File: src/rtl/cnn_window_gen.sv
// cnn_window_gen: turns a raster pixel stream into zero-padded 3x3 windows, one per pixel.
`ifndef WIDTH
`define WIDTH 16
`endif
module cnn_window_gen #(
  parameter int IMG_W = 4,
  parameter int IMG_H = 4
) (
  input  logic                     clk,
  input  logic                     rst,
  input  logic                     in_valid,
  output logic                     in_ready,
  input  logic signed [`WIDTH-1:0] in_data,
  output logic                     out_valid,
  input  logic                     out_ready,
  output logic signed [`WIDTH-1:0] W1,
  output logic signed [`WIDTH-1:0] W2,
  output logic signed [`WIDTH-1:0] W3,
  output logic signed [`WIDTH-1:0] W4,
  output logic signed [`WIDTH-1:0] W5,
  output logic signed [`WIDTH-1:0] W6,
  output logic signed [`WIDTH-1:0] W7,
  output logic signed [`WIDTH-1:0] W8,
  output logic signed [`WIDTH-1:0] W9,
  output logic                     out_last
);
  localparam int D  = 2*IMG_W+3;
  localparam int N  = IMG_W*IMG_H;
  localparam int KW = $clog2(N+1);
  localparam int FW = $clog2(IMG_W+2);
  localparam int CW = $clog2(IMG_W+1);
  typedef enum logic {RUN, FLUSH} state_t;
  state_t r_state, w_state_nx;
  logic signed [`WIDTH-1:0] r_sr [D];
  logic signed [`WIDTH-1:0] w_sh [D];
  logic signed [`WIDTH-1:0] r_w [9];
  logic signed [`WIDTH-1:0] w_win [9];
  logic [KW-1:0] r_k;
  logic [FW-1:0] r_f;
  logic [CW-1:0] r_c;
  logic r_valid, r_last, w_free, w_shift, w_load, w_done;
  assign w_free = !r_valid || out_ready;
  always_comb begin
    w_shift    = (r_state == RUN) ? in_valid && w_free : w_free;
    w_load     = (r_state == RUN) ? w_shift && (r_k >= KW'(IMG_W+1)) : w_free;
    w_done     = (r_state == FLUSH) && w_free && (r_f == FW'(IMG_W));
    in_ready   = (r_state == RUN) && w_free;
    w_state_nx = r_state;
    if (r_state == RUN && w_shift && r_k == KW'(N-1))
      w_state_nx = FLUSH;
    if (w_done)
      w_state_nx = RUN;
  end
  // The window is cut from the post-shift view so it loads in the same cycle as the shift.
  always_comb begin
    w_sh[0] = (r_state == RUN) ? in_data : '0;
    for (int i = 1; i < D; i++)
      w_sh[i] = r_sr[i-1];
    for (int i = 0; i < 3; i++)
      for (int j = 0; j < 3; j++)
        w_win[3*i+j] = ((j == 0 && r_c == '0) || (j == 2 && r_c == CW'(IMG_W-1))) ? '0 : w_sh[(2-i)*IMG_W+2-j];
  end
  always_ff @(posedge clk) begin
    if (rst) begin
      r_state <= RUN;
      r_sr    <= '{default: '0};
      r_w     <= '{default: '0};
      r_k     <= '0;
      r_f     <= '0;
      r_c     <= '0;
      r_valid <= 1'b0;
      r_last  <= 1'b0;
    end else begin
      r_state <= w_state_nx;
      if (w_shift)
        r_sr <= w_sh;
      if (r_state == RUN && w_shift)
        r_k <= r_k + 1'b1;
      if (r_state == FLUSH && w_free)
        r_f <= r_f + 1'b1;
      if (w_done) begin
        r_sr <= '{default: '0};
        r_k  <= '0;
        r_f  <= '0;
      end
      if (w_load) begin
        r_w     <= w_win;
        r_valid <= 1'b1;
        r_last  <= w_done;
        r_c     <= (r_c == CW'(IMG_W-1)) ? '0 : r_c + 1'b1;
      end else if (w_free) begin
        r_valid <= 1'b0;
        r_last  <= 1'b0;
      end
    end
  end
  assign out_valid = r_valid;
  assign out_last  = r_last;
  assign W1 = r_w[0];
  assign W2 = r_w[1];
  assign W3 = r_w[2];
  assign W4 = r_w[3];
  assign W5 = r_w[4];
  assign W6 = r_w[5];
  assign W7 = r_w[6];
  assign W8 = r_w[7];
  assign W9 = r_w[8];
endmodule

File: config.mk
export PLATFORM = sky130hd
export DESIGN_NAME = cnn_window_gen
export DESIGN_NICKNAME = d
export VERILOG_FILES = /design/src/rtl/cnn_window_gen.sv
export SDC_FILE = /design/constraint.sdc
export NUM_CORES = 1
export LEC_CHECK = 0
export BUFFER_PORTS_ARGS = -buffer_cell sky130_fd_sc_hd__buf_2
export CAP_MARGIN = 20
export CORE_ASPECT_RATIO = 1.1
export CORE_UTILIZATION = 30
export CTS_BUF_LIST = sky130_fd_sc_hd__clkbuf_8
export CTS_CLUSTER_DIAMETER = 30
export DETAILED_ROUTE_END_ITERATION = 12
export MAX_ROUTING_LAYER = met4
export RECOVER_POWER = 100
export SETUP_SLACK_MARGIN = 0.15
export SYNTH_ARGS = -nofsm -noshare
export SYNTH_HDL_FRONTEND = slang
export SYNTH_SLANG_ARGS = --single-unit
File: constraint.sdc
create_clock -name clk -period 4.29 [get_ports clk]
set_clock_uncertainty 0.15 [all_clocks]
set_input_delay 0.2145 -clock clk [delete_from_list [all_inputs] [get_ports clk]]
set_output_delay 0.2145 -clock clk [all_outputs]
set_load 0.02 [all_outputs]
==> results.sh, run 1 <==
export IMPL_outcome="complete, but fails checks"
export IMPL_violations="max-capacitance violations, max-slew violations"
export IMPL_synthFlopType="dfxtp_1"
export IMPL_avgRoutedWirePerCell_um=15.5
export IMPL_final_cell_area_mm2=0.0153
export IMPL_rsz0062_at_grt="false"
export IMPL_min_from="r_sr[133]$_SDFFE_PP0N_"
export IMPL_cp_arrival_ns=3.63
export IMPL_cts_htree_levels=3
export IMPL_synth_top_area_share=0.514
export IMPL_syn_avg_cell_area_um2=8.82
export IMPL_startpoint_type="flip-flop"
export IMPL_p_comb_frac=0.046
export IMPL_rows=77
export IMPL_worstRegToRegCells=5
export IMPL_fmaxAchievable_mhz=298
export IMPL_io_pins=167
export IMPL_ys_ff_latch=318
export IMPL_synth_area_top_cells="dfxtp_1 (51%), nand2_1 (12%), mux2i_1 (12%)"
export IMPL_areaGrowthSynthToFinish_pct=23.3
export IMPL_clk_latency_ns=0.58
export IMPL_r2r_start="r_state$_SDFFE_PP0P_"
export IMPL_clockBufferDepth=3
export IMPL_synth_largest_area_cell="dfxtp_1"
export IMPL_layout_commonest_cell="nand2_1"
export IMPL_switching_share=0.223
export IMPL_fin_setup_tns_ns=0
export IMPL_remaining_drc_errors=0
export IMPL_min_period_over_period=0.781
export IMPL_maxCapViolations=2
export IMPL_die_height_um=215
export IMPL_holdPathStages=2
export IMPL_layout_common_cells="nand2_1 (390), dfxtp_1 (318), nand2b_1 (195), a21oi_1 (148), clkbuf_1 (148)"
export IMPL_placed_area_mm2=0.0136
export IMPL_drtAntennaViolNets=0
export IMPL_route_vias_total=9717
export IMPL_gp_congestion=0.784
export IMPL_port_buffers=166
export IMPL_drtPass1Iterations=7
export IMPL_nets=1596
export IMPL_clock_sinks=318
export IMPL_cts_tree="done"
export IMPL_clkPwrFrac=0.543
export IMPL_path_max_fanout=74
export IMPL_intPower_mw=5.71
export IMPL_grt_max_degree=145
export IMPL_cts_resized=0
export IMPL_place_ws_ns=1.23
export IMPL_start_util=0.306
export IMPL_via_per_inst=4.55
export IMPL_drive_gt1_frac=0.0912
export IMPL_ir_worst_vdd_uv=280
export IMPL_grtUsageTotal=0.161
export IMPL_ys_warn_count=0
export IMPL_power_density_mw_per_mm2=481
export IMPL_syn_nets=1430
export IMPL_whs_endpoint="r_sr[117]$_SDFFE_PP0N_"
export IMPL_antenna_found_initial=0
export IMPL_tightest_slew_ns=1.81
export IMPL_overflow=0
export IMPL_grt_pass1_wl_um=52200
export IMPL_slew_violations=193
export IMPL_place_hpwl_um=20600
export IMPL_die_area_mm2=0.0421
export IMPL_core_area_mm2=0.0405
export IMPL_p_sw_mw=1.64
export IMPL_worstSetupPathType="flip-flop to flip-flop"
export IMPL_ys_types=30
export IMPL_hp_class="flip-flop to flip-flop"
export IMPL_first_global_vias=9634
export IMPL_cts_root_buf="clkbuf_8"
export IMPL_synth_edf_count=0
export IMPL_holdWs_ns=0.286
export IMPL_setup_worst_path_end_class="flip-flop"
export IMPL_cp_data_required_time_ns=4.57
export IMPL_setup_viol=0
export IMPL_wirelength_um=33100
export IMPL_synthArstFlopShare=0
export IMPL_r2r_end="r_sr[168]$_SDFFE_PP0N_"
export IMPL_clk_pin_slew_ns=0.06
export IMPL_p_leak_nw=5.39
export IMPL_cts_made_buffers=72
export IMPL_post_route_min_period_ns=3.35
export IMPL_yosysSeqAreaShare=0.514
export IMPL_netlist_instances=1403
export IMPL_power_mw=7.35
export IMPL_layout_setup_ws_ns=0.939
export IMPL_rrSetupSlack_ns=0.94
export IMPL_die_w_um=196
export IMPL_pwr_share_seq=0.410
export IMPL_finalHoldViolations=0
export IMPL_initialDrtViolationCount=518
export IMPL_max_slew_margin=-0.210
export IMPL_antennaDiodeCount=0
export IMPL_synthesis_area_mm2=0.0124
## how the worst max path moves through the flow
stage,end,slack [ns],startpoint
final,r_sr[168]$_SDFFE_PP0N_,0.94,r_state$_SDFFE_PP0P_
after global routing,r_sr[162]$_SDFFE_PP0N_,0.69,r_state$_SDFFE_PP0P_
after CTS,W7[0]$_SDFFE_PP0P_,1.27,out_valid$_SDFFE_PP0P_
after detailed placement,W6[15]$_SDFFE_PP0P_,1.23,out_ready
after global placement,W1[13]$_SDFFE_PP0P_,1.34,out_ready
after floorplan,W5[0]$_SDFFE_PP0P_,2.35,out_valid$_SDFFE_PP0P_
## kinds of logic (layout without fill, tap and decap cells)
group / Yosys count / in the layout / share of synthesized area
buffers and inverters: 112 / 332 / 0.0411
adders and majority gates: 7 / 7 / 0.00708
DFF: 318 / 318 / 0.514
and+or+nand+nor: 643 / 643 / 0.241
xor gates and xnor gates: 5 / 5 / 0.00354
muxes: 146 / 146 / 0.118
AOI/OAI and AO/OA: 172 / 172 / 0.0747
## flip-flops by register name, indices dropped and copies added, names as in the netlist
register / cells
W6: 16
W2: 16
r_k: 5
W1: 16
W9: 16
r_c: 3
W5: 16
r_sr: 160
W3: 16
W4: 16
W7: 16
out_last: 1
r_state: 1
out_valid: 1
r_f: 3
W8: 16
## worst max-delay path: stages (launching register included)
cell and delay (ns):
dfxtp_1 0.43, clkbuf_1 0.93, o21ai_0 0.29, clkbuf_2 0.87, a22oi_1 0.43, nor2_1 0.08
## power by group through the flow
| stage | clock [mW] | combinational [mW] | sequential [mW] |
|---|---|---|---|
| 2_1_floorplan | 0 | 0.245 | 3.07 |
| 3_3_place_gp | 0 | 0.333 | 3.07 |
| 3_5_place_dp | 0 | 0.336 | 3.07 |
| 4_1_cts | 4.08 | 0.350 | 3.01 |
| 5_1_grt | 4.25 | 0.374 | 3.01 |
| 6_report | 3.99 | 0.341 | 3.01 |
## routing by layer
| layer | vias to the layer above | global-route usage | part of all wire |
|---|---|---|---|
| met4 | 0 | 0.0672 | 0.027 |
| met5 | - | - | 0 |
| met2 | 235 | 0.260 | 0.48 |
| met1 | 4542 | 0.194 | 0.45 |
| met3 | 58 | 0.0355 | 0.047 |
| li1 | 4882 | - | - |
## repair_timing
| action | 4_1_cts | 5_1_grt |
|---|---|---|
| hold buffers | 18 | 0 |
| setup buffers | 0 | 0 |
| hold endpoints to repair | 34 | 0 |
## Yosys cell counts (6+ instances only)
cell and number:
a22oi_1 16, nand2b_1 196, a21oi_1 150, nor2b_1 17
nor2_1 28, clkbuf_1 66, inv_1 7, mux2i_1 146
ha_1 7, dfxtp_1 318, buf_6 6, buf_2 28
nand2_1 390
## through the flow
stage          utilization  std cells
2_1_floorplan            -       1403
3_3_place_gp         0.336       1989
3_5_place_dp         0.336       1989
4_1_cts              0.382       2135
5_1_grt              0.377       2136
6_report             0.377       2136
## final cells by class
| type | count | area, um2 |
|---|---|---|
| flip-flops and latches | 318 | 6370 |
| well taps | 513 | 642 |
| fillers | 4244 | 25200 |
| clock buffers | 86 | 1180 |
| multi-input cells | 973 | 5560 |
| inverters | 7 | 26.3 |
| repair buffers | 197 | 953 |
| clock inverters | 42 | 528 |
Power figures use the tool's default switching activity.
==> run 2: changes to the inputs <==
- clock period: 4.29 -> 3.1 ns (I/O delays scaled with it)
==> results.sh, run 2 (synthesized netlist as in run 1, its figures left out) <==
export IMPL_outcome="finished, final reports clean"
export IMPL_p_sw_mw=2.36
export IMPL_remaining_drc_errors=0
export IMPL_die_w_um=196
export IMPL_tightest_slew_ns=1.46
export IMPL_cts_made_buffers=80
export IMPL_drtAntennaViolNets=0
export IMPL_clk_pin_slew_ns=0.05
export IMPL_first_global_vias=9817
export IMPL_holdPathStages=2
export IMPL_postCtsSetupRepairBufs=0
export IMPL_antenna_found_initial=0
export IMPL_initialDrtViolationCount=680
export IMPL_overflow=0
export IMPL_final_cell_area_mm2=0.0154
export IMPL_cp_arrival_ns=2.99
export IMPL_intPower_mw=7.71
export IMPL_start_util=0.306
export IMPL_route_vias_total=9846
export IMPL_clockBufferDepth=3
export IMPL_gp_congestion=0.809
export IMPL_rsz0062_at_grt="false"
export IMPL_max_slew_margin=0.0283
export IMPL_place_hpwl_um=20600
export IMPL_worstSetupPathType="flip-flop to flip-flop"
export IMPL_areaGrowthSynthToFinish_pct=24.1
export IMPL_clk_latency_ns=0.59
export IMPL_io_pins=167
export IMPL_p_comb_frac=0.048
export IMPL_ir_worst_vdd_uv=240
export IMPL_seq_area_mm2=0.00637
export IMPL_clock_sinks=318
export IMPL_power_density_mw_per_mm2=656
export IMPL_hp_class="flip-flop to flip-flop"
export IMPL_drtPass1Iterations=5
export IMPL_cp_data_required_time_ns=3.46
export IMPL_slew_violations=0
export IMPL_largest_reg_flops=160
export IMPL_setup_worst_path_end_class="flip-flop"
export IMPL_die_height_um=215
export IMPL_top_register="r_sr"
export IMPL_cts_resized=0
export IMPL_rows=77
export IMPL_maxCapViolations=0
export IMPL_nets=1606
export IMPL_n_fill_cell=4210
export IMPL_clkPwrFrac=0.538
export IMPL_rrSetupSlack_ns=0.47
export IMPL_layout_common_cells="nand2_1 (390), dfxtp_1 (318), nand2b_1 (195), a21oi_1 (148), clkbuf_1 (148)"
export IMPL_path_max_fanout=36
export IMPL_p_leak_nw=5.40
export IMPL_multi_input_area_mm2=0.00557
export IMPL_antennaDiodeCount=0
export IMPL_cts_htree_levels=3
export IMPL_via_per_inst=4.58
export IMPL_grtUsageTotal=0.162
export IMPL_avgRoutedWirePerCell_um=15.4
export IMPL_post_route_min_period_ns=2.63
export IMPL_pwr_share_seq=0.414
export IMPL_cts_tree="done"
export IMPL_fmaxAchievable_mhz=380
export IMPL_die_area_mm2=0.0421
export IMPL_layout_commonest_cell="nand2_1"
export IMPL_setup_viol=0
export IMPL_switching_share=0.234
export IMPL_worstRegToRegCells=5
export IMPL_finalHoldViolations=0
export IMPL_grt_pass1_wl_um=52600
export IMPL_core_area_mm2=0.0405
export IMPL_placed_area_mm2=0.0136
export IMPL_grt_max_degree=167
export IMPL_wirelength_um=33100
export IMPL_cts_root_buf="clkbuf_8"
export IMPL_startpoint_type="flip-flop"
export IMPL_port_buffers=166
export IMPL_fin_setup_tns_ns=0
export IMPL_min_period_over_period=0.848
export IMPL_drive_gt1_frac=0.101
run 2: changes by cell type in the layout (fill, tap and decap cells not counted), sizes merged:
cell,previous run,this run
buf,27,31
clkbuf,238,245
bufinv,13,7
clkinv,7,12
inv,26,23
dlygate4sd3,18,19
clkinvlp,3,10
run 2: power groups by stage:
stage	logic (mW)	registers, mW	clock network [mW]
5_1_grt	0.525	4.17	5.83
4_1_cts	0.493	4.17	5.57
3_3_place_gp	0.468	4.25	0
3_5_place_dp	0.473	4.25	0
6_report	0.480	4.17	5.42
2_1_floorplan	0.339	4.25	0
run 2: layout make-up:
class                      instances  share of cell area
sequential                       318               0.415
multi-input combinational        973               0.363
clock buffer                      96              0.0860
timing repair buffer             199              0.0660
tap                              513              0.0418
clock inverter                    45              0.0274
inverter                           7             0.00171
run 2: path summary, 6_finish.rpt:
kind | start | endpoint
setup / recovery | out_valid$_SDFFE_PP0P_ | W9[15]$_SDFFE_PP0P_
hold / removal | r_sr[140]$_SDFFE_PP0N_ | r_sr[124]$_SDFFE_PP0N_
setup reg to reg | out_valid$_SDFFE_PP0P_ | W9[15]$_SDFFE_PP0P_
hold reg to reg | r_sr[140]$_SDFFE_PP0N_ | r_sr[124]$_SDFFE_PP0N_
run 2: per-layer routing:
layer	global-route usage	up-vias	part of all wire
li1	-	4913	-
met1	0.197	4666	0.45
met2	0.265	218	0.49
met3	0.0323	49	0.042
met4	0.0604	0	0.017
met5	-	-	0
run 2: what timing repair did:
action | 4_1_cts | 5_1_grt
hold buffers | 19 | 0
setup endpoints to repair | 0 | 0
endpoints found under the hold margin | 40 | 0
run 2: through the flow:
stage | util | power, mW | hold WS (ns) | setup WS, ns | std cells
after floorplan | - | 4.59 | 0.229 | 1.16 | 1403
after global placement | 0.337 | 4.72 | 0.291 | 0.627 | 1991
after detailed placement | 0.337 | 4.73 | 0.294 | 0.549 | 1991
after CTS | 0.384 | 10.2 | 0.301 | 0.513 | 2151
after global routing | 0.379 | 10.5 | 0.310 | 0.295 | 2151
final | 0.379 | 10.1 | 0.298 | 0.471 | 2151
run 2: worst max-delay path, stage by stage (launching register included):
cell,delay [ns]
dfxtp_1,0.31
nand2b_1,0.38
and2_0,0.40
a32o_4,0.68
buf_12,0.32
mux2i_1,0.22
==> run 3: changes to the inputs <==
- ABC_AREA: not set -> 1
- clock period: 3.1 -> 2.8 ns (I/O delays scaled with it)
==> results.sh, run 3 <==
export IMPL_syn_nets=1752
export IMPL_startpoint_type="flip-flop"
export IMPL_synth_largest_area_cell="dfxtp_1"
export IMPL_post_route_min_period_ns=2.47
export IMPL_port_buffers=166
export IMPL_worstRegToRegCells=8
export IMPL_top_register="r_sr"
export IMPL_areaGrowthSynthToFinish_pct=25.1
export IMPL_netlist_instances=1725
export IMPL_layout_commonest_cell="nand2_1"
export IMPL_layout_setup_ws_ns=0.331
export IMPL_r2r_end="out_valid$_SDFFE_PP0P_"
export IMPL_via_per_inst=4.50
export IMPL_cts_htree_levels=3
export IMPL_max_slew_margin=0.370
export IMPL_grt_pass1_wl_um=58300
export IMPL_synth_edf_count=0
export IMPL_rrSetupSlack_ns=0.33
export IMPL_fin_setup_tns_ns=0
export IMPL_synthArstFlopShare=0
export IMPL_r2r_start="r_k[1]$_SDFFE_PP0P_"
export IMPL_worstSetupPathType="flip-flop to flip-flop"
export IMPL_cts_root_buf="clkbuf_8"
export IMPL_largest_reg_flops=160
export IMPL_clock_sinks=318
export IMPL_grt_max_degree=145
export IMPL_path_max_fanout=93
export IMPL_synth_area_top_cells="dfxtp_1 (51%), nand2_1 (18%), nor2_1 (10%)"
export IMPL_slew_violations=0
export IMPL_nets=1920
export IMPL_maxCapViolations=0
export IMPL_clk_pin_slew_ns=0.05
export IMPL_syn_avg_cell_area_um2=7.21
export IMPL_synthFlopType="dfxtp_1"
export IMPL_cp_data_required_time_ns=3.14
export IMPL_avgRoutedWirePerCell_um=14.5
export IMPL_die_w_um=196
export IMPL_place_ws_ns=0.645
export IMPL_fmaxAchievable_mhz=405
export IMPL_yosysMostFrequentCell="nand2_1"
export IMPL_hp_class="primary input to flip-flop"
export IMPL_postCtsSetupRepairBufs=0
export IMPL_die_height_um=216
export IMPL_synthesis_area_mm2=0.0124
export IMPL_synthTopCellsByCount="nand2_1 (600), nor2_1 (342), dfxtp_1 (318), a21oi_1 (171), nand3b_1 (91)"
export IMPL_tightest_slew_ns=0.944
export IMPL_die_area_mm2=0.0423
export IMPL_cp_arrival_ns=2.81
export IMPL_setup_viol=0
export IMPL_route_vias_total=11290
export IMPL_synth_top_area_share=0.512
export IMPL_core_area_mm2=0.0406
export IMPL_rsz0062_at_grt="false"
export IMPL_antenna_found_initial=0
export IMPL_cts_tree="done"
export IMPL_cts_made_buffers=79
export IMPL_finalHoldViolations=0
export IMPL_ys_types=20
export IMPL_p_leak_nw=6.33
export IMPL_overflow=0
export IMPL_ys_warn_count=0
export IMPL_io_pins=167
export IMPL_setup_worst_path_end_class="flip-flop"
export IMPL_start_util=0.307
export IMPL_final_cell_area_mm2=0.0156
export IMPL_holdWs_ns=0.150
export IMPL_yosysSeqAreaShare=0.512
export IMPL_drtAntennaViolNets=0
export IMPL_clk_latency_ns=0.62
export IMPL_power_density_mw_per_mm2=739
export IMPL_clockBufferDepth=3
export IMPL_initialDrtViolationCount=753
export IMPL_outcome="finished, final reports clean"
export IMPL_ys_ff_latch=318
export IMPL_n_fill_cell=4413
export IMPL_placed_area_mm2=0.0137
export IMPL_drtPass1Iterations=5
export IMPL_gp_congestion=0.794
export IMPL_drive_gt1_frac=0.0951
export IMPL_ir_worst_vdd_uv=327
export IMPL_place_hpwl_um=22600
export IMPL_antennaDiodeCount=0
export IMPL_min_from="rst"
export IMPL_holdPathStages=3
export IMPL_first_global_vias=10976
export IMPL_remaining_drc_errors=0
export IMPL_wirelength_um=36300
export IMPL_rows=77
export IMPL_min_period_over_period=0.882
export IMPL_grtUsageTotal=0.177
export IMPL_whs_endpoint="out_last$_SDFFE_PP0P_"
export IMPL_layout_common_cells="nand2_1 (599), nor2_1 (343), dfxtp_1 (318), a21oi_1 (170), clkbuf_1 (147)"
[run 3: what timing repair did]
action                                 4_1_cts  5_1_grt
gates resized for setup                      0        0
endpoints found under the hold margin       80        0
hold buffers                                20        0
[run 3: kinds of logic after synthesis]
kind of cell | Yosys count | synth area share
buffers and inverters | 173 | 0.0625
flip-flops | 318 | 0.512
XOR/XNOR | 1 | 0.000704
AO/OA/AOI/OAI | 174 | 0.0702
AND/OR/NAND/NOR | 1052 | 0.348
adder cells (fa/ha/maj) | 7 | 0.00704
[run 3: power by group]
group / switching (mW) / internal, mW / leakage, nW
Clock: 2.35 / 4.19 / 0.980
Sequential: 0.0341 / 4.57 / 2.57
Combinational: 0.251 / 0.106 / 2.78
[run 3: area by class of cell]
class | instances | area [um2] | area share
Inverter | 56 | 215 | 0.0138
Tap cell | 553 | 692 | 0.0445
Clock inverter | 47 | 548 | 0.0352
Clock buffer | 97 | 1340 | 0.0858
Timing Repair Buffer | 204 | 1080 | 0.0692
Sequential cell | 318 | 6370 | 0.409
Multi-Input combinational cell | 1234 | 5330 | 0.342
[run 3: worst max-delay path by stage]
stage	cells after the start	end	from	slack, ns
global route	6	r_sr[86]$_SDFFE_PP0N_	r_state$_SDFFE_PP0P_	0.14
floorplan	9	W6[3]$_SDFFE_PP0P_	out_valid$_SDFFE_PP0P_	1.08
detailed placement	9	W7[4]$_SDFFE_PP0P_	r_k[0]$_SDFFE_PP0P_	0.65
global placement	9	W7[4]$_SDFFE_PP0P_	r_k[0]$_SDFFE_PP0P_	0.65
CTS	8	out_valid$_SDFFE_PP0P_	r_k[1]$_SDFFE_PP0P_	0.39
finish	8	out_valid$_SDFFE_PP0P_	r_k[1]$_SDFFE_PP0P_	0.33
[run 3: through the flow]
step	cells	utilization	total power, mW
6_report	2509	0.384	11.5
5_1_grt	2509	0.384	12.0
4_1_cts	2509	0.389	11.7
3_5_place_dp	2345	0.338	5.04
3_3_place_gp	2345	0.338	5.04
2_1_floorplan	1725	-	4.93
[run 3: layer usage]
layer | vias to the layer above | routed length, um | part of all wire | global-route usage
li1 | 5723 | - | - | -
met1 | 5222 | 16600 | 0.46 | 0.220
met2 | 277 | 17100 | 0.47 | 0.281
met3 | 68 | 1790 | 0.049 | 0.0356
met4 | 0 | 853 | 0.023 | 0.0682
met5 | - | 0 | 0 | -
[run 3: critical path, cell delays in order (launching register included)]
cell and delay, ns:
dfxtp_1 0.36, inv_1 0.06, ha_1 0.16, o21ai_0 0.18, nand2_1 0.15, nand2_1 0.19, buf_12 0.39, a21oi_1 0.12
dlygate4sd3_1 0.57
